--- src/rtl/axis_sample_source_if.sv ---
// AXI4-Stream bundle for the 32-bit complex-sample link toward the AIE array.
// The master drives data/valid/last/keep/strb and the slave returns ready.
interface axis_sample_source_if;
  logic [31:0] tdata;
  logic        tvalid;
  logic        tready;
  logic [3:0]  tkeep;
  logic [3:0]  tstrb;
  logic        tlast;

  modport master (
    output tdata,
    output tvalid,
    output tkeep,
    output tstrb,
    output tlast,
    input  tready
  );

  modport slave (
    input  tdata,
    input  tvalid,
    input  tkeep,
    input  tstrb,
    input  tlast,
    output tready
  );
endinterface

--- src/rtl/axis_sample_source.sv ---
// Framed AXI4-Stream test-pattern source (ramp / LFSR / alternating full-scale).
// Outputs are fully registered; tvalid never depends on tready.
module axis_sample_source #(
  parameter int          LEN_W     = 16,
  parameter int          GAP_W     = 8,
  parameter logic [31:0] LFSR_SEED = 32'h0000_0001
) (
  input  logic                 axis_aclk,
  input  logic                 axis_aresetn,
  input  logic                 start,
  input  logic                 stop,
  input  logic [1:0]           mode,
  input  logic [LEN_W-1:0]     frame_len,
  input  logic [LEN_W-1:0]     num_frames,
  input  logic [GAP_W-1:0]     gap_cycles,
  output logic                 busy,
  output logic                 done,
  output logic [LEN_W-1:0]     frames_sent,
  axis_sample_source_if.master m_axis
);

  localparam logic [LEN_W-1:0] LEN_ONE = {{(LEN_W-1){1'b0}}, 1'b1};
  localparam logic [GAP_W-1:0] GAP_ONE = {{(GAP_W-1){1'b0}}, 1'b1};

  typedef enum logic [1:0] {
    S_IDLE = 2'd0,
    S_LOAD = 2'd1,
    S_SEND = 2'd2,
    S_GAP  = 2'd3
  } state_t;

  state_t r_state;
  state_t w_state_next;

  // Run configuration, captured once when a start is accepted
  logic [1:0]       r_mode;
  logic [LEN_W-1:0] r_len_m1;
  logic [LEN_W-1:0] r_num_frames;
  logic [GAP_W-1:0] r_gap;

  logic [31:0]      r_tdata;
  logic             r_tvalid;
  logic             r_tlast;
  logic             r_busy;
  logic             r_done;
  logic [LEN_W-1:0] r_frames;
  logic [LEN_W-1:0] r_beat;
  logic [15:0]      r_n;
  logic [31:0]      r_lfsr;
  logic [GAP_W-1:0] r_gap_cnt;
  logic             r_stop_pend;

  logic [31:0]      w_tdata_next;
  logic             w_tvalid_next;
  logic             w_tlast_next;
  logic             w_busy_next;
  logic             w_done_next;
  logic [LEN_W-1:0] w_frames_next;
  logic [LEN_W-1:0] w_beat_next;
  logic [15:0]      w_n_next;
  logic [31:0]      w_lfsr_next;
  logic [GAP_W-1:0] w_gap_cnt_next;
  logic             w_stop_pend_next;

  logic             w_accept;
  logic             w_hs;
  logic             w_last_hs;
  logic             w_final;
  logic             w_first_last;
  logic [LEN_W-1:0] w_frames_inc;
  logic [LEN_W-1:0] w_beat_inc;
  logic [15:0]      w_n_inc;
  logic [31:0]      w_lfsr_adv;
  logic [31:0]      w_sample_cur;
  logic [31:0]      w_sample_nxt;

  function automatic logic [31:0] gen_sample(input logic [1:0]  m,
                                             input logic [15:0] n,
                                             input logic [31:0] lfsr);
    logic [31:0] s;
    case (m)
      2'd1:    s = lfsr;
      2'd2:    s = n[0] ? 32'h7FFF_8001 : 32'h8001_7FFF;
      default: s = {16'h0000 - n, n};
    endcase
    return s;
  endfunction

  assign w_accept     = (r_state == S_IDLE) && start;
  assign w_hs         = r_tvalid && m_axis.tready;
  assign w_last_hs    = w_hs && r_tlast;
  assign w_frames_inc = r_frames + LEN_ONE;
  assign w_beat_inc   = r_beat + LEN_ONE;
  assign w_n_inc      = r_n + 16'd1;
  assign w_first_last = (r_len_m1 == '0);
  // A stop arriving on the closing handshake itself still ends the run here
  assign w_final      = ((r_num_frames != '0) && (w_frames_inc == r_num_frames))
                        || r_stop_pend || stop;

  // Fibonacci LFSR, taps 32,22,2,1
  assign w_lfsr_adv   = {r_lfsr[30:0], r_lfsr[31] ^ r_lfsr[21] ^ r_lfsr[1] ^ r_lfsr[0]};
  assign w_sample_cur = gen_sample(r_mode, r_n, r_lfsr);
  assign w_sample_nxt = gen_sample(r_mode, w_n_inc, w_lfsr_adv);

  always_ff @(posedge axis_aclk or negedge axis_aresetn) begin
    if (!axis_aresetn) begin
      r_state <= S_IDLE;
    end else begin
      r_state <= w_state_next;
    end
  end

  always_comb begin
    w_state_next = r_state;
    case (r_state)
      S_IDLE: if (start) w_state_next = S_LOAD;
      S_LOAD: w_state_next = S_SEND;
      S_SEND: begin
        if (w_last_hs) begin
          if (w_final)            w_state_next = S_IDLE;
          else if (r_gap == '0)   w_state_next = S_SEND;
          else                    w_state_next = S_GAP;
        end
      end
      S_GAP: begin
        if (stop)                    w_state_next = S_IDLE;
        else if (r_gap_cnt == GAP_ONE) w_state_next = S_SEND;
      end
      default: w_state_next = S_IDLE;
    endcase
  end

  always_comb begin
    w_tdata_next     = r_tdata;
    w_tvalid_next    = r_tvalid;
    w_tlast_next     = r_tlast;
    w_busy_next      = r_busy;
    w_done_next      = 1'b0;
    w_frames_next    = r_frames;
    w_beat_next      = r_beat;
    w_n_next         = r_n;
    w_lfsr_next      = r_lfsr;
    w_gap_cnt_next   = r_gap_cnt;
    w_stop_pend_next = r_stop_pend;
    case (r_state)
      S_IDLE: begin
        if (start) begin
          w_busy_next      = 1'b1;
          w_frames_next    = '0;
          w_beat_next      = '0;
          w_n_next         = 16'd0;
          w_lfsr_next      = LFSR_SEED;
          w_stop_pend_next = 1'b0;
        end
      end
      S_LOAD: begin
        w_stop_pend_next = r_stop_pend | stop;
        w_tvalid_next    = 1'b1;
        w_tdata_next     = w_sample_cur;
        w_tlast_next     = w_first_last;
      end
      S_SEND: begin
        w_stop_pend_next = r_stop_pend | stop;
        if (w_hs) begin
          w_n_next     = w_n_inc;
          w_lfsr_next  = w_lfsr_adv;
          w_tdata_next = w_sample_nxt;
          if (r_tlast) begin
            w_frames_next    = w_frames_inc;
            w_beat_next      = '0;
            w_stop_pend_next = 1'b0;
            w_tlast_next     = w_first_last;
            if (w_final) begin
              w_tvalid_next = 1'b0;
              w_tlast_next  = 1'b0;
              w_busy_next   = 1'b0;
              w_done_next   = 1'b1;
            end else if (r_gap != '0) begin
              w_tvalid_next  = 1'b0;
              w_gap_cnt_next = r_gap;
            end
          end else begin
            w_beat_next  = w_beat_inc;
            w_tlast_next = (w_beat_inc == r_len_m1);
          end
        end
      end
      S_GAP: begin
        w_gap_cnt_next = r_gap_cnt - GAP_ONE;
        if (stop) begin
          w_tlast_next = 1'b0;
          w_busy_next  = 1'b0;
          w_done_next  = 1'b1;
        end else if (r_gap_cnt == GAP_ONE) begin
          // Sample index and LFSR already advanced on the closing handshake
          w_tvalid_next = 1'b1;
          w_tdata_next  = w_sample_cur;
          w_tlast_next  = w_first_last;
        end
      end
      default: ;
    endcase
  end

  always_ff @(posedge axis_aclk or negedge axis_aresetn) begin
    if (!axis_aresetn) begin
      r_tdata     <= 32'h0;
      r_tvalid    <= 1'b0;
      r_tlast     <= 1'b0;
      r_busy      <= 1'b0;
      r_done      <= 1'b0;
      r_frames    <= '0;
      r_beat      <= '0;
      r_n         <= 16'd0;
      r_lfsr      <= LFSR_SEED;
      r_gap_cnt   <= '0;
      r_stop_pend <= 1'b0;
    end else begin
      r_tdata     <= w_tdata_next;
      r_tvalid    <= w_tvalid_next;
      r_tlast     <= w_tlast_next;
      r_busy      <= w_busy_next;
      r_done      <= w_done_next;
      r_frames    <= w_frames_next;
      r_beat      <= w_beat_next;
      r_n         <= w_n_next;
      r_lfsr      <= w_lfsr_next;
      r_gap_cnt   <= w_gap_cnt_next;
      r_stop_pend <= w_stop_pend_next;
    end
  end

  // Zero frame length is stored as length one so tlast compares stay simple
  always_ff @(posedge axis_aclk or negedge axis_aresetn) begin
    if (!axis_aresetn) begin
      r_mode       <= 2'd0;
      r_len_m1     <= '0;
      r_num_frames <= '0;
      r_gap        <= '0;
    end else if (w_accept) begin
      r_mode       <= mode;
      r_len_m1     <= (frame_len == '0) ? '0 : (frame_len - LEN_ONE);
      r_num_frames <= num_frames;
      r_gap        <= gap_cycles;
    end
  end

  assign m_axis.tdata  = r_tdata;
  assign m_axis.tvalid = r_tvalid;
  assign m_axis.tlast  = r_tlast;
  assign m_axis.tkeep  = 4'hF;
  assign m_axis.tstrb  = 4'hF;
  assign busy          = r_busy;
  assign done          = r_done;
  assign frames_sent   = r_frames;

endmodule

--- src/flat_wrapper.sv ---
// flat-port wrapper written by rule: the top's interface ports become plain ports
module axis_sample_source_flat 
#(
  parameter int          LEN_W     = 16,
  parameter int          GAP_W     = 8,
  parameter logic [31:0] LFSR_SEED = 32'h0000_0001
)
  (axis_aclk, axis_aresetn, start, stop, mode, frame_len, num_frames, gap_cycles, busy, done, frames_sent, m_axis_tdata, m_axis_tvalid, m_axis_tkeep, m_axis_tstrb, m_axis_tlast, m_axis_tready);
  axis_sample_source_if m_axis_i ();
  input  logic axis_aclk;
  input  logic axis_aresetn;
  input  logic start;
  input  logic stop;
  input  logic [1:0] mode;
  input  logic [LEN_W-1:0] frame_len;
  input  logic [LEN_W-1:0] num_frames;
  input  logic [GAP_W-1:0] gap_cycles;
  output logic busy;
  output logic done;
  output logic [LEN_W-1:0] frames_sent;
  output wire logic [$bits(m_axis_i.tdata)-1:0] m_axis_tdata;
  output wire logic [$bits(m_axis_i.tvalid)-1:0] m_axis_tvalid;
  output wire logic [$bits(m_axis_i.tkeep)-1:0] m_axis_tkeep;
  output wire logic [$bits(m_axis_i.tstrb)-1:0] m_axis_tstrb;
  output wire logic [$bits(m_axis_i.tlast)-1:0] m_axis_tlast;
  input wire logic [$bits(m_axis_i.tready)-1:0] m_axis_tready;
  assign m_axis_tdata = m_axis_i.tdata;
  assign m_axis_tvalid = m_axis_i.tvalid;
  assign m_axis_tkeep = m_axis_i.tkeep;
  assign m_axis_tstrb = m_axis_i.tstrb;
  assign m_axis_tlast = m_axis_i.tlast;
  assign m_axis_i.tready = m_axis_tready;
  axis_sample_source #(.LEN_W(LEN_W), .GAP_W(GAP_W), .LFSR_SEED(LFSR_SEED)) u_core (.axis_aclk(axis_aclk), .axis_aresetn(axis_aresetn), .start(start), .stop(stop), .mode(mode), .frame_len(frame_len), .num_frames(num_frames), .gap_cycles(gap_cycles), .busy(busy), .done(done), .frames_sent(frames_sent), .m_axis(m_axis_i));
endmodule
--- config.mk ---
export PLATFORM = sky130hd
export DESIGN_NAME = axis_sample_source_flat
export DESIGN_NICKNAME = d
export VERILOG_FILES = /design/src/rtl/axis_sample_source_if.sv /design/src/rtl/axis_sample_source.sv /design/src/flat_wrapper.sv
export SDC_FILE = /design/constraint.sdc
export NUM_CORES = 1
export LEC_CHECK = 0
export BUFFER_PORTS_ARGS = -buffer_cell sky130_fd_sc_hd__buf_2
export CAP_MARGIN = 20
export CORE_MARGIN = 4
export CORE_UTILIZATION = 55
export DETAILED_ROUTE_END_ITERATION = 8
export PLACE_DENSITY = 0.84
export SETUP_SLACK_MARGIN = 0.2
export SYNTH_ARGS = -nofsm -noshare
export SYNTH_HDL_FRONTEND = slang
export SYNTH_SLANG_ARGS = --single-unit
--- constraint.sdc ---
create_clock -name axis_aclk -period 3.1 [get_ports axis_aclk]
set_clock_uncertainty 0.1 [all_clocks]
set_input_delay 0.31 -clock axis_aclk [delete_from_list [all_inputs] [get_ports axis_aclk]]
set_output_delay 0.31 -clock axis_aclk [all_outputs]
set_load 0.005 [all_outputs]
## After elaboration in Yosys (flattened, before gate mapping)

Index checks and enable logic that the tools add are counted.
W data, S select, Z words.

| storage, ports and cells | value |
|---|---|
| bits in registers | 169 |
| input bits | 47 |
| output and inout bits | 60 |
| logic and storage cells | 134 |

| cells by class | value |
|---|---|
| add/subtract/negate cells | 7 |
| equal/unequal tests | 20 |
| multiplexer cells | 61 |
| bitwise operators | 4 |
| reductions and logical operators | 26 |

Operator list:

| kind | count |
|---|---|
| $mux W32 | 7 |
| $pmux W32 S2 | 3 |
| $mux W16 | 7 |
| $pmux W16 S2 | 3 |
| $pmux W32 S3 | 1 |
| $add A16 B1 Y16 const B | 3 |
| $eq A16 B16 Y1 | 2 |
| $logic_not A16 Y1 | 2 |
| $mux W8 | 4 |
| $sub A1 B16 Y16 const A | 2 |
| $mux W1 | 24 |
| $pmux W8 S2 | 1 |
| $reduce_bool A16 Y1 | 1 |
| $sub A16 B1 Y16 const B | 1 |
| $ne A2 B1 Y1 const B | 6 |
| $pmux W1 S3 | 4 |
| $reduce_and A6 Y1 | 2 |
| $mux W2 | 5 |
| $reduce_and A3 Y1 | 3 |
| $reduce_bool A3 Y1 | 3 |
| $eq A8 B1 Y1 const B | 1 |
| $logic_not A8 Y1 | 1 |
| $ne A2 B2 Y1 const B | 4 |
| $pmux W2 S4 | 1 |
| other kinds (16) | 27 |

## Logic depth before layout (Yosys ltp)

| logic depth | value |
|---|---|
| depth after elaboration | 9 |
| mapped depth | 12 |
| gate-level depth less buffers | 10 |

## Least setup slack after synthesis

OpenSTA, ideal clock, no wires.

| timing | value |
|---|---|
| path type | reg2reg |
| start point | reg u_core.r_frames[0] (netlist: u_core.frames_sent[0]) |
| end point | reg u_core.r_gap_cnt[2] |
| library setup time | 0.131 ns |
| arrival | 2.683 ns |
| data required time | 2.869 ns |
| slack | 0.186 ns |
| cell stages (with the launch flop) | 13 |
| path buffers | 3 |
| period minus slack after synthesis | 2.914 ns |
| cell sequence | dfrtp_1 > ha_1 > buf_2 > and4_1 > nand4_2 > xnor2_1 > nand4_1 > or4_1 > buf_2 > a21oi_4 > buf_6 > nor4b_1 > or3b_1 |

| between the ends | value |
|---|---|
| word-level cells in the longest chain between the ends | 7 |

Ends and longest elaborated chain:

| what | RTL line | text |
|---|---|---|
| start: declaration | axis_sample_source.sv:46 | `logic [LEN_W-1:0] r_frames;` |
| start signal: assignment | axis_sample_source.sv:224 | `r_frames <= w_frames_next;` |
| $add A16 B1 Y16 | axis_sample_source.sv:92 | `assign w_frames_inc = r_frames + LEN_ONE;` |
| $eq A16 B16 Y1 | axis_sample_source.sv:97 | `assign w_final = ((r_num_frames != '0) && (w_frames_inc == r_num_frames))` |
| $logic_and A1 B1 Y1 | axis_sample_source.sv:97 |  |
| $logic_or A1 B1 Y1 (2 in a row) | axis_sample_source.sv:98 | `\|\| r_stop_pend \|\| stop;` |
| $ne A2 B2 Y1 (no source line) | -- |  |
| $reduce_and A5 Y1 (no source line) | -- |  |
| end signal: assignment | axis_sample_source.sv:228 | `r_gap_cnt <= w_gap_cnt_next;` |
| end: declaration | axis_sample_source.sv:50 | `logic [GAP_W-1:0] r_gap_cnt;` |

No other way between the ends.
A chain may end at the register's enable or synchronous reset.

## Final worst setup path

| timing | value |
|---|---|
| start point | reg u_core.r_frames[9] (netlist: u_core.frames_sent[9]) |
| end point | reg u_core.r_tvalid (netlist: u_core.m_axis.tvalid) |

| between the ends | value |
|---|---|
| word-level cells in the longest chain between the ends | 9 |
| elaborated cells between the ends (all ways) | 11 |
| classes of those cells | add/sub: 1; eq/ne: 2; mux: 4; reduce/logical: 4 |

Ends and longest elaborated chain:

| what | RTL line | text |
|---|---|---|
| $add A16 B1 Y16 * | axis_sample_source.sv:92 |  |
| $eq A16 B16 Y1 * | axis_sample_source.sv:97 |  |
| $logic_and A1 B1 Y1 * | axis_sample_source.sv:97 |  |
| $logic_or A1 B1 Y1 * (2 in a row) | axis_sample_source.sv:98 |  |
| $mux W1 | axis_sample_source.sv:173 | `if (w_final) begin` |
| $mux W1 | axis_sample_source.sv:168 | `if (r_tlast) begin` |
| $mux W1 | axis_sample_source.sv:164 | `if (w_hs) begin` |
| $pmux W1 S3 | axis_sample_source.sv:145 | `case (r_state)` |
| end signal: assignment | axis_sample_source.sv:220 | `r_tvalid <= w_tvalid_next;` |
| end: declaration | axis_sample_source.sv:42 | `logic r_tvalid;` |

Every way passes the cells marked *; elsewhere a longest branch is shown, timed or not. The select of a mux whose other input is x is not followed.

==> out/qor.csv <==
stage,metric,value,unit
worst_setup_path,critical path class,reg -> reg,
sta,Slew headroom,45.0,%
worst_setup_path,CP top delay family,simple AND/OR/NAND/NOR gates,
sta,fin crit share,91.7,%
sta,worst hold margin,16.9,ps
place,DP Cell Count,1541,
die,Ports,107,
worst_setup_path,CP Data Arrival Time,3050,ps
sta,Fin Setup TNS,0,ps
place,RePlAce Congestion,0.945,
worst_setup_path,"Req. time, crit path",3310,ps
place,port buffer count,98,
worst_setup_path,Startpoint Class,flip-flop,
global_route,vias in the first global route,9215,
yosys,sequential area share after synthesis,39.9,%
global_route,first-pass GRT wire length,47500,um
layout,"Cell Count, Final, Fillers Out",1601,
routing,DR WL/cell,18.3,um
pwr,pwr/cell area,883,mW/mm^2
die,Die Span Y,147,um
sta,Slew @ Worst Pin,822,ps
yosys,Mapped Area,0.0106,mm^2
sta,fin crit period,2840,ps
clock_network,"Clk Latency, worst-skew pair",440,ps
sta,RSZ-0062 raised after global routing,true,
worst_setup_path,slowest CP cell,or4_4,
worst_setup_path,worst-path fanout max,8,
clock_network,CTS Sinks,169,
yosys,"Avg Cell Area, Syn",8.67,um^2
sta,Final Setup Violations,0,
global_route,initial antenna violation count,0,
die,Starting Density,56.3,%
layout,layout cell share with drive strength beyond 1,20.0,%
global_route,total track usage,26.7,%
layout,Layout fillers,1453,
yosys,ys async rst share,100,%
place,worst slack at placement,71.4,ps
place,DP HPWL,20300,um
global_route,grt met3 use,6.35,%
global_route,gr ovfl total,0,
yosys,"Top FF cell, synth",dfrtp_1,
routing,DR pass1 iterations,6,
global_route,largest net degree at the start of global routing,71,
yosys,Seq cells post-synth,169,
clock_network,Clock H-tree levels,4,
die,die footprint,0.0216,mm^2
clock_network,Max Buffers Root-to-Sink,2,
yosys,cells after synthesis,1223,
min_path,worst hold path type,in -> reg,
routing,vias per cell,6.27,
layout,Nets,1388,
routing,via count,10000,
clock_network,cts bufs inserted,17,
routing,total wire length,29300,um
yosys,Post-synth EDFFs,0,
global_route,met2 Use GR,42.0,%
yosys,warnings from Yosys,0,
worst_setup_path,"Buf+Inv Stages, Crit Path",1,
pwr,Worst VDD drop,512,uV
worst_setup_path,endpoint type of the worst setup path,flip-flop,
clock_network,TritonCTS clock tree,done,
outcome,outcome,"finished, final reports clean",
sta,"Slew Viols, Final",0,
layout,area delta synth->final,17.2,%
pwr,Static Leak,0.00546,uW
global_route,layer with the highest usage after global routing,met2,
worst_setup_path,Max stage delay on crit path,590,ps
routing,Routed Antenna Nets,0,
run,Max-Cap Viols,0,
die,Cell Rows,50,
routing,drt drc,0,
sta,Hold Fails Final Rpt,0,
layout,n_diodes,0,
sta,final setup margin,257,ps
clock_network,Root Buffer,clkbuf_16,
routing,DRT iter0 DRCs,1081,
sta,maximum clock rate,352,MHz
die,die span in x,147,um
worst_setup_path,crit-path cells,buf_4 -> nand3_1 -> nor3_1 -> xnor2_1 -> o2111ai_1 -> or4_4 -> and2_2 -> a311oi_1 -> o22ai_1,
die,core area,0.0188,mm^2
yosys,Synth cell types,72,
clock_network,Clock transition at path regs,70,ps
global_route,met1 usage,36.4,%
placed cells by master, fill, tap and decap left out, types with 23 or more instances in the layout:
| master | Yosys | routed |
|---|---|---|
| a211oi_1 | 24 | 24 |
| a21oi_1 | 89 | 87 |
| a22o_1 | 33 | 33 |
| buf_2 | 10 | 97 |
| buf_4 | 11 | 62 |
| dfrtp_1 | 168 | 156 |
| inv_1 | 25 | 25 |
| mux2_2 | 26 | 26 |
| nand2_1 | 165 | 163 |
| nand3_1 | 33 | 31 |
| nor2_1 | 78 | 78 |
| nor3_1 | 25 | 23 |
| o21ai_0 | 113 | 112 |
| xnor2_1 | 58 | 58 |
| xor2_1 | 40 | 39 |
synth_stat cells, types with 22 or more instances:
master	instances	share of area, %
nor3_1	25	1.2
a22o_1	33	2.7
nand3_1	33	1.6
o21ai_0	113	5.3
dfrtp_1	168	40
mux2_2	26	2.8
nor4_1	22	1.3
a21oi_1	89	4.2
nand2_1	165	5.8
xor2_1	40	3.3
inv_1	25	0.88
nor2_1	78	2.8
a211oi_1	24	1.7
xnor2_1	58	4.8
clkbuf_1	65	2.3
what timing repair did:
action,in CTS,in global routing
buffers inserted,3,7
hold buffers,17,1
hold endpoints to repair,81,1
gates resized for setup,2,29
pin swaps,1,8
setup endpoints to repair,11,18
routing by layer:
metal / up-vias / wire [um]
met5: - / 0
met3: 73 / 2570
met2: 496 / 13700
li1: 4637 / -
met4: 0 / 770
met1: 4835 / 12300
layout make-up:
type                            instances  area, um^2  share of cell area, %
Clock inverter                         13         155                   1.25
Clock buffer                           19         453                   3.64
Inverter                               25        93.8                  0.755
Sequential cell                       169        4250                   34.1
Timing Repair Buffer                  181        1190                   9.60
Tap cell                              260         325                   2.62
Multi-Input combinational cell        934        5970                   48.0
final timing paths:
| path | startpoint | to | slack (ps) | depth (start not counted) |
|---|---|---|---|---|
| setup / recovery | u_core.frames_sent[9]$_DFFE_PN0P_ | u_core.m_axis.tvalid$_DFFE_PN0P_ | 260 | 9 |
| min in group asynchronous | axis_aresetn | u_core.m_axis.tdata[21]$_DFFE_PN0P_ | 330 | 2 |
| setup reg to reg | u_core.frames_sent[9]$_DFFE_PN0P_ | u_core.m_axis.tvalid$_DFFE_PN0P_ | 260 | 9 |
| hold reg to reg | u_core.m_axis.tdata[20]$_DFFE_PN0P_ | u_core.m_axis.tdata[20]$_DFFE_PN0P_ | 380 | 2 |
| hold / removal | mode[1] | u_core.r_mode[1]$_DFFE_PN0P_ | 20 | 2 |
| max in group asynchronous | axis_aresetn | u_core.frames_sent[5]$_DFFE_PN0P_ | 1790 | 3 |
power breakdown:
group / switching [uW] / internal [uW]
clock network: 965 / 1260
registers: 617 / 2800
logic: 3230 / 2120
total: 4810 / 6170
per-stage QoR:
stage               util [%]  cell area (um^2)  power (uW)
floorplan                  -             10600        7030
global placement        60.9             11500        8380
detailed placement      60.9             11500        8580
CTS                     65.1             12300       10800
global route            66.0             12400       11700
finish                  66.0             12400       11000
kinds of logic after synthesis:
| family | after synthesis | share of synthesized area [%] |
|---|---|---|
| and+or+nand+nor | 413 | 18.9 |
| AOI/OAI and AO/OA | 359 | 21.5 |
| DFF | 169 | 39.9 |
| buffers and inverters | 127 | 5.10 |
| xor gates and xnor gates | 98 | 8.09 |
| muxes | 43 | 4.95 |
| adders and majority gates | 13 | 1.53 |
| other | 1 | 0.0354 |
state kept, by name, indices dropped and copies added (netlist names):
signal / cells
u_core.r_state: 2
u_core.r_gap: 8
u_core.m_axis.tdata: 32
u_core.m_axis.tlast: 1
u_core.r_n: 16
u_core.r_num_frames: 16
u_core.m_axis.tvalid: 1
u_core.r_stop_pend: 1
u_core.r_lfsr: 32
u_core.busy: 1
u_core.r_mode: 2
u_core.done: 1
u_core.r_len_m1: 16
u_core.r_beat: 16
u_core.r_gap_cnt: 8
u_core.frames_sent: 16
No activity file was read; power rests on OpenSTA's default activity.
